<file path="config.mk">
export PLATFORM = sky130hd
export DESIGN_NAME = disparity_vga_out_flat
export DESIGN_NICKNAME = d
export VERILOG_FILES = /design/src/rtl/disparity_vga_out_if.sv /design/src/rtl/disparity_vga_out.sv /design/src/flat_wrapper.sv
export SDC_FILE = /design/constraint.sdc
export NUM_CORES = 1
export LEC_CHECK = 0
export CAP_MARGIN = 20
export CORE_ASPECT_RATIO = 0.75
export CORE_MARGIN = 2
export CORE_UTILIZATION = 45
export DETAILED_ROUTE_END_ITERATION = 12
export PLACE_DENSITY = 0.63
export SYNTH_ARGS = -nofsm -noshare
export SYNTH_HDL_FRONTEND = slang
export SYNTH_SLANG_ARGS = --single-unit
</file>
<file path="constraint.sdc">
create_clock -name i_clk -period 2.6 [get_ports i_clk]
set_clock_uncertainty 0.15 [all_clocks]
set_input_delay 0.65 -clock i_clk [delete_from_list [all_inputs] [get_ports i_clk]]
set_output_delay 0.65 -clock i_clk [all_outputs]
set_load 0.05 [all_outputs]
</file>
<file path="src/rtl/disparity_vga_out_if.sv">
// Bus between the disparity display stage and its surroundings: pixel strobe,
// disparity readback port and the VGA connector pins.
interface disparity_vga_out_if;
  logic       pix_en;
  logic       disp_idle;
  logic [7:0] disp_data;
  logic [9:0] disp_href;
  logic [9:0] disp_vref;
  logic       hsync;
  logic       vsync;
  logic [7:0] rgb;
  logic       frame_start;

  // Environment side: supplies strobe, idle flag and readback data.
  modport master (
    output pix_en, disp_idle, disp_data,
    input  disp_href, disp_vref, hsync, vsync, rgb, frame_start
  );

  // Display stage side.
  modport slave (
    input  pix_en, disp_idle, disp_data,
    output disp_href, disp_vref, hsync, vsync, rgb, frame_start
  );
endinterface

</file>
<file path="src/rtl/disparity_vga_out.sv">
// Disparity display stage: VGA timing, disparity readback sweep, SCALE x SCALE
// upscaling and 3-3-2 grayscale mapping. The map is shown only on frames that
// begin while the disparity engine is idle, so a frame never tears.
module disparity_vga_out #(
  parameter int IMG_W    = 20,
  parameter int IMG_H    = 7,
  parameter int SCALE    = 16,
  parameter int GAIN     = 16,
  parameter int H_ACTIVE = 640,
  parameter int H_FP     = 16,
  parameter int H_SYNC   = 96,
  parameter int H_BP     = 48,
  parameter int V_ACTIVE = 480,
  parameter int V_FP     = 10,
  parameter int V_SYNC   = 2,
  parameter int V_BP     = 33
) (
  input  logic                i_clk,
  input  logic                i_reset,
  disparity_vga_out_if.slave  io_bus
);

  localparam int H_TOTAL = H_ACTIVE + H_FP + H_SYNC + H_BP;
  localparam int V_TOTAL = V_ACTIVE + V_FP + V_SYNC + V_BP;

  localparam logic [9:0]  H_LAST   = 10'(H_TOTAL - 1);
  localparam logic [9:0]  V_LAST   = 10'(V_TOTAL - 1);
  localparam logic [9:0]  H_ACT    = 10'(H_ACTIVE);
  localparam logic [9:0]  V_ACT    = 10'(V_ACTIVE);
  localparam logic [9:0]  HS_BEG   = 10'(H_ACTIVE + H_FP);
  localparam logic [9:0]  HS_END   = 10'(H_ACTIVE + H_FP + H_SYNC);
  localparam logic [9:0]  VS_BEG   = 10'(V_ACTIVE + V_FP);
  localparam logic [9:0]  VS_END   = 10'(V_ACTIVE + V_FP + V_SYNC);
  localparam logic [9:0]  IMG_X    = 10'(IMG_W * SCALE);
  localparam logic [9:0]  IMG_Y    = 10'(IMG_H * SCALE);
  localparam logic [9:0]  SUB_LAST = 10'(SCALE - 1);
  localparam logic [9:0]  HREF_MAX = 10'(IMG_W - 1);
  localparam logic [9:0]  VREF_MAX = 10'(IMG_H - 1);
  localparam logic [15:0] GAIN_W   = 16'(GAIN);

  // Disparity index -> saturated intensity -> {R,G,B} = 3-3-2 gray.
  function automatic logic [7:0] gray332(input logic [7:0] d);
    logic [15:0] prod;
    logic [7:0]  v;
    prod = {8'h00, d} * GAIN_W;
    if (prod > 16'd255) begin
      v = 8'hFF;
    end else begin
      v = prod[7:0];
    end
    return {v[7:5], v[7:5], v[7:6]};
  endfunction

  logic [9:0] r_h_cnt, r_v_cnt;
  logic [9:0] r_sx, r_sy;
  logic [9:0] r_href, r_vref;
  logic       r_hsync, r_vsync;
  logic [7:0] r_rgb;
  logic       r_frame_start, r_frame_valid;

  logic       w_h_wrap, w_v_wrap, w_h_act, w_v_act, w_in_img;
  logic       w_hsync_raw, w_vsync_raw;
  logic [7:0] w_pix;

  assign w_h_wrap    = (r_h_cnt == H_LAST);
  assign w_v_wrap    = (r_v_cnt == V_LAST);
  assign w_h_act     = (r_h_cnt < H_ACT);
  assign w_v_act     = (r_v_cnt < V_ACT);
  assign w_in_img    = w_h_act && w_v_act && (r_h_cnt < IMG_X) && (r_v_cnt < IMG_Y);
  assign w_hsync_raw = !((r_h_cnt >= HS_BEG) && (r_h_cnt < HS_END));
  assign w_vsync_raw = !((r_v_cnt >= VS_BEG) && (r_v_cnt < VS_END));
  assign w_pix       = (w_in_img && r_frame_valid) ? gray332(io_bus.disp_data) : 8'h00;

  // Screen position: h_cnt sweeps a line, v_cnt steps once per line wrap.
  always_ff @(posedge i_clk) begin
    if (i_reset) begin
      r_h_cnt <= 10'd0;
      r_v_cnt <= 10'd0;
    end else if (io_bus.pix_en) begin
      if (w_h_wrap) begin
        r_h_cnt <= 10'd0;
        r_v_cnt <= w_v_wrap ? 10'd0 : r_v_cnt + 10'd1;
      end else begin
        r_h_cnt <= r_h_cnt + 10'd1;
      end
    end
  end

  // Column address: one step per SCALE active pixels, saturating; held in blanking.
  always_ff @(posedge i_clk) begin
    if (i_reset) begin
      r_sx   <= 10'd0;
      r_href <= 10'd0;
    end else if (io_bus.pix_en) begin
      if (w_h_wrap) begin
        r_sx   <= 10'd0;
        r_href <= 10'd0;
      end else if (w_h_act) begin
        if (r_sx == SUB_LAST) begin
          r_sx <= 10'd0;
          if (r_href != HREF_MAX) begin
            r_href <= r_href + 10'd1;
          end
        end else begin
          r_sx <= r_sx + 10'd1;
        end
      end
    end
  end

  // Row address: one step per SCALE active lines, saturating; cleared per frame.
  always_ff @(posedge i_clk) begin
    if (i_reset) begin
      r_sy   <= 10'd0;
      r_vref <= 10'd0;
    end else if (io_bus.pix_en && w_h_wrap) begin
      if (w_v_wrap) begin
        r_sy   <= 10'd0;
        r_vref <= 10'd0;
      end else if (w_v_act) begin
        if (r_sy == SUB_LAST) begin
          r_sy <= 10'd0;
          if (r_vref != VREF_MAX) begin
            r_vref <= r_vref + 10'd1;
          end
        end else begin
          r_sy <= r_sy + 10'd1;
        end
      end
    end
  end

  // Frame gate: disp_idle is latched only as the counters move to (0,0).
  always_ff @(posedge i_clk) begin
    if (i_reset) begin
      r_frame_start <= 1'b0;
      r_frame_valid <= 1'b0;
    end else if (io_bus.pix_en && w_h_wrap && w_v_wrap) begin
      r_frame_start <= 1'b1;
      r_frame_valid <= io_bus.disp_idle;
    end else begin
      r_frame_start <= 1'b0;
    end
  end

  // Pin stage: colour and syncs share one register so they stay aligned.
  always_ff @(posedge i_clk) begin
    if (i_reset) begin
      r_rgb   <= 8'h00;
      r_hsync <= 1'b1;
      r_vsync <= 1'b1;
    end else if (io_bus.pix_en) begin
      r_rgb   <= w_pix;
      r_hsync <= w_hsync_raw;
      r_vsync <= w_vsync_raw;
    end
  end

  assign io_bus.disp_href   = r_href;
  assign io_bus.disp_vref   = r_vref;
  assign io_bus.hsync       = r_hsync;
  assign io_bus.vsync       = r_vsync;
  assign io_bus.rgb         = r_rgb;
  assign io_bus.frame_start = r_frame_start;

endmodule

</file>
<file path="src/flat_wrapper.sv">
// flat-port wrapper written by rule: the top's interface ports become plain ports
module disparity_vga_out_flat 
#(
  parameter int IMG_W    = 20,
  parameter int IMG_H    = 7,
  parameter int SCALE    = 16,
  parameter int GAIN     = 16,
  parameter int H_ACTIVE = 640,
  parameter int H_FP     = 16,
  parameter int H_SYNC   = 96,
  parameter int H_BP     = 48,
  parameter int V_ACTIVE = 480,
  parameter int V_FP     = 10,
  parameter int V_SYNC   = 2,
  parameter int V_BP     = 33
)
  (i_clk, i_reset, io_bus_pix_en, io_bus_disp_idle, io_bus_disp_data, io_bus_disp_href, io_bus_disp_vref, io_bus_hsync, io_bus_vsync, io_bus_rgb, io_bus_frame_start);
  disparity_vga_out_if io_bus_i ();
  input  logic i_clk;
  input  logic i_reset;
  input wire logic [$bits(io_bus_i.pix_en)-1:0] io_bus_pix_en;
  input wire logic [$bits(io_bus_i.disp_idle)-1:0] io_bus_disp_idle;
  input wire logic [$bits(io_bus_i.disp_data)-1:0] io_bus_disp_data;
  output wire logic [$bits(io_bus_i.disp_href)-1:0] io_bus_disp_href;
  output wire logic [$bits(io_bus_i.disp_vref)-1:0] io_bus_disp_vref;
  output wire logic [$bits(io_bus_i.hsync)-1:0] io_bus_hsync;
  output wire logic [$bits(io_bus_i.vsync)-1:0] io_bus_vsync;
  output wire logic [$bits(io_bus_i.rgb)-1:0] io_bus_rgb;
  output wire logic [$bits(io_bus_i.frame_start)-1:0] io_bus_frame_start;
  assign io_bus_i.pix_en = io_bus_pix_en;
  assign io_bus_i.disp_idle = io_bus_disp_idle;
  assign io_bus_i.disp_data = io_bus_disp_data;
  assign io_bus_disp_href = io_bus_i.disp_href;
  assign io_bus_disp_vref = io_bus_i.disp_vref;
  assign io_bus_hsync = io_bus_i.hsync;
  assign io_bus_vsync = io_bus_i.vsync;
  assign io_bus_rgb = io_bus_i.rgb;
  assign io_bus_frame_start = io_bus_i.frame_start;
  disparity_vga_out #(.IMG_W(IMG_W), .IMG_H(IMG_H), .SCALE(SCALE), .GAIN(GAIN), .H_ACTIVE(H_ACTIVE), .H_FP(H_FP), .H_SYNC(H_SYNC), .H_BP(H_BP), .V_ACTIVE(V_ACTIVE), .V_FP(V_FP), .V_SYNC(V_SYNC), .V_BP(V_BP)) u_core (.i_clk(i_clk), .i_reset(i_reset), .io_bus(io_bus_i));
endmodule
</file>
[After elaboration in Yosys (flattened, before gate mapping)]
Index checks and enable logic that the tools add are counted.
Storage, ports and cells
  register bits: 72
  output and inout port bits: 31
  word-level logic and storage cells: 72
Cells by class
  $add $sub $neg: 6
  magnitude comparators: 9
  equality and inequality tests: 6
  muxes and demuxes: 19
  reductions and logical operators: 21
Operators with widths (count)
  10-bit 2-to-1 mux: 16
  10-bit by 1-bit adder with 10-bit output (second input constant): 6
  10-bit by 9-bit < comparator with 1-bit output (second input constant): 3
  10-bit equality test (second input constant): 2
  10-bit by 4-bit equality test with 1-bit output (second input constant): 2
  10-bit < comparator (second input constant): 2
  8-bit 2-to-1 mux: 2
  12-bit by 8-bit > comparator with 1-bit output (second input constant): 1
  2-bit nonzero test: 6
  10-bit greater-or-equal comparator (second input constant): 1
  10-bit by 9-bit greater-or-equal comparator with 1-bit output (second input constant): 1
  10-bit by 7-bit < comparator with 1-bit output (second input constant): 1
  10-bit by 3-bit != test with 1-bit output (second input constant): 1
  10-bit by 5-bit != test with 1-bit output (second input constant): 1
  1-bit logical AND: 8
  4-bit AND reduction: 2
  2-bit AND reduction: 3
  1-bit logical NOT: 2
  1-bit 2-to-1 mux: 1

[Depth between registers and ports, before layout]
  word-level depth: 6
  mapped depth: 8
  depth with buffers taken out: 7

[Worst setup path after synthesis]
OpenSTA, ideal clock, no wires.
  path type: input port to flip-flop
  start point: in io_bus_pix_en
  end point: reg u_core.r_vref[3], in the netlist u_core.io_bus.disp_vref[3]
  data arrival time: 1.898 ns
  setup slack: 0.407 ns
  cell stages on the path: 7
  path buffers: 2
  path through: nand2_1 -> or4_4 -> buf_6 -> buf_6 -> a21o_1 -> o211ai_1 -> o31ai_1
On the way
  longest elaborated chain between the ends: 2
RTL lines
  from (decl): line flat_wrapper.sv:21  | input wire logic [$bits(io_bus_i.pix_en)-1:0] io_bus_pix_en;
  1-bit logical AND: line disparity_vga_out.sv:116  | end else if (io_bus.pix_en && w_h_wrap) begin
  4-bit AND reduction (no source line)
  to (signal assigned): line disparity_vga_out.sv:124  | r_vref <= r_vref + 10'd1;
  to (decl): line disparity_vga_out.sv:56  | logic [9:0] r_href, r_vref;
Every way passes these cells.
A chain may end at the register's enable or synchronous reset.

[Worst setup path after layout]
  start point: in io_bus_pix_en
  end point: reg u_core.r_v_cnt[9]
On the way
  longest elaborated chain between the ends: 1
RTL lines
  2-bit AND reduction (no source line)
  to (signal assigned): line disparity_vga_out.sv:82  | r_v_cnt <= w_v_wrap ? 10'd0 : r_v_cnt + 10'd1;
  to (decl): line disparity_vga_out.sv:54  | logic [9:0] r_h_cnt, r_v_cnt;
Every way passes these cells.

==> run summary <==
max cap viols = 0
asr flop ratio synth = 0
grt total ovfl = 0
layout cell share with drive strength beyond 1 = 0.126
CP peak stage delay = 700 ps
Antenna Violating Nets Remaining = 0
clock sinks = 67
fill count = 727
Detailed Place HPWL = 6090 um
relative slew slack = 0.595
Cell Count Post-Placement = 567
fin cells = 583
fin nets = 494
clock input transition at the sequential cells of the worst setup and hold paths = 70 ps
die area = 8640 um^2
Diodes inserted = 0
Routed WL = 8460 um
Slew Viols, Final = 0
hold_buf cts = 0
slew at the pin closest to its max-slew limit = 604 ps
Ys Warns = 0
Avg Inst Size Synth = 8.45 um^2
share of the yosys chip area belonging to registers = 0.377
largest net degree at the start of global routing = 18
pre-CTS WS = -223 ps
Critical Path Slowest Stage Cell = or4_4
TNS Setup = 0 ps
Final WS setup = 117 ps
Fin. Hold Viols = 0
worst vdd ir = 0.259 mV
Vias/cell = 5.57
Leak = 1.41 nW
worst-skew pair later-pin latency = 330 ps
CP Launch Type = input port
setup bufs post-CTS = 0
H-Tree Depth = 3
Tot Pwr = 1.84 mW
first-pass GRT wire length = 13900 um
CTS resizes = 0
main flop type after synthesis = dfxtp_1
wire per inst = 14.5 um
# DRC = 0
Syn Std Cell Area = 3560 um^2
All-Layer GR Usage = 0.202
DRT Pass-1 Iters = 4
Area growth syn-to-layout = 20.9%
Die W = 107 um
RSZ-0062 raised after global routing = no
Yosys reg bits = 67
vias = 3250
Core Area = 7780 um^2
number of buffers created by CTS = 9
Synth Instances = 421
# port buffers = 41
most frequent cells in the layout = dfxtp_1, nor2_1, clkdlybuf4s50_1
standard-cell rows = 28
final count of negative-setup-slack endpoints = 0
die height = 81.0 um
Power Density = 428 nW/um^2
Starting Density = 0.457
DR iter-0 viols = 143
initial antenna violation count = 0
WS Path Type = input port to flop
Worst EP required = 2680 ps
Placed Area = 4140 um^2
count of cell types in the netlist = 51
final cycle utilization of the critical path = 0.955
syn_nets = 442
vias in the first global route = 2827
Critical Path Fanout Max = 14
Critical Path AT = 2560 ps
Crit. End Element = flop
routability cong. = 0.907
CTS Buffer Depth = 2
min-delay worst type = flop to flop
R2R setup slack = 220 ps
most common cell after layout, fill and taps aside = dfxtp_1
CTS tree = done
Tmin final = 2480 ps
Crit path max-delay family = simple AND/OR/NAND/NOR gates
Max Fclk = 0.403 GHz
status = completed
Post-synth EDFFs = 0
crit-path cells = clkdlybuf4s50_1, nand2_1, or4_4, buf_4, nor3_2, xnor2_1, nor2_1
number of top-level pins = 43
design area = 4300 um^2
WP buf/inv = 2
CTS root buffer = clkbuf_8
==> per-layer routing <==
metal | global-route usage | vias to the layer above | part of all wire
met2 | 0.287 | 100 | 0.40
met5 | 0 | - | 0
li1 | - | 1633 | -
met3 | 0.0498 | 7 | 0.065
met4 | 0.0506 | 0 | 0.0076
met1 | 0.304 | 1510 | 0.53
==> logic make-up after synthesis <==
group	after synthesis	share of synthesized area
xor+xnor	36	0.0887
buf+inv	34	0.0517
simple gates	204	0.319
flops	67	0.377
fa+ha+maj	9	0.0317
mux	2	0.00563
compound gates	69	0.126
==> per-stage QoR <==
step                hold WS (ps)   util
CTS                          320  0.553
finish                       322  0.553
floorplan                    282      -
global placement             302  0.532
global route                 338  0.553
detailed placement           308  0.532
==> worst reg2reg max path, cell delays in order, from the launching register on <==
cell and delay (ps):
dfxtp_1 400, ha_1 250, nand3_1 180, or4_4 700, buf_4 210, nor3_2 190, xnor2_1 140, nor2_1 60
==> cells in the mapped netlist, types with 10 or more instances <==
library cell / count / share of area
xnor2_1: 23 / 0.057
nand3_1: 24 / 0.034
nand2_1: 39 / 0.041
a21oi_1: 17 / 0.024
dfxtp_1: 67 / 0.38
nor2_1: 51 / 0.054
o21ai_0: 16 / 0.023
nand4_1: 12 / 0.021
inv_1: 10 / 0.011
o31ai_1: 10 / 0.021
clkbuf_1: 10 / 0.011
nor4_1: 10 / 0.018
xor2_1: 13 / 0.032
==> report_power, final <==
part           leakage, nW  internal (mW)  switching (mW)
sequential           0.540           1.03         0.00727
combinational        0.782         0.0352          0.0436
clock               0.0856          0.337           0.383
total                 1.41           1.40           0.434
==> final timing paths <==
| path | from | depth (start not counted) | end |
|---|---|---|---|
| setup reg to reg | u_core.r_h_cnt[0] | 7 | u_core.r_v_cnt[9] |
| hold / removal | u_core.r_frame_valid | 2 | u_core.r_frame_valid |
| setup / recovery | io_bus_pix_en | 7 | u_core.r_v_cnt[9] |
| hold reg to reg | u_core.r_frame_valid | 2 | u_core.r_frame_valid |
==> area by class of cell <==
class	instances	area [um^2]	area share
inverter	10	37.5	0.00873
clock inverter	6	32.5	0.00757
sequential	67	1340	0.312
multi-input combinational	320	2040	0.474
clock buffer	10	128	0.0297
tap	105	131	0.0306
timing repair buffer	65	591	0.137
==> state kept, by name, indices dropped and copies added, names as in the netlist, 3 cells and up <==
signal,flops
u_core.io_bus.disp_vref,10
u_core.r_sx,10
u_core.r_sy,10
u_core.io_bus.disp_href,10
u_core.r_v_cnt,10
u_core.r_h_cnt,10
u_core.io_bus.rgb,3
Note: power is estimated with default switching activity, not from simulation.
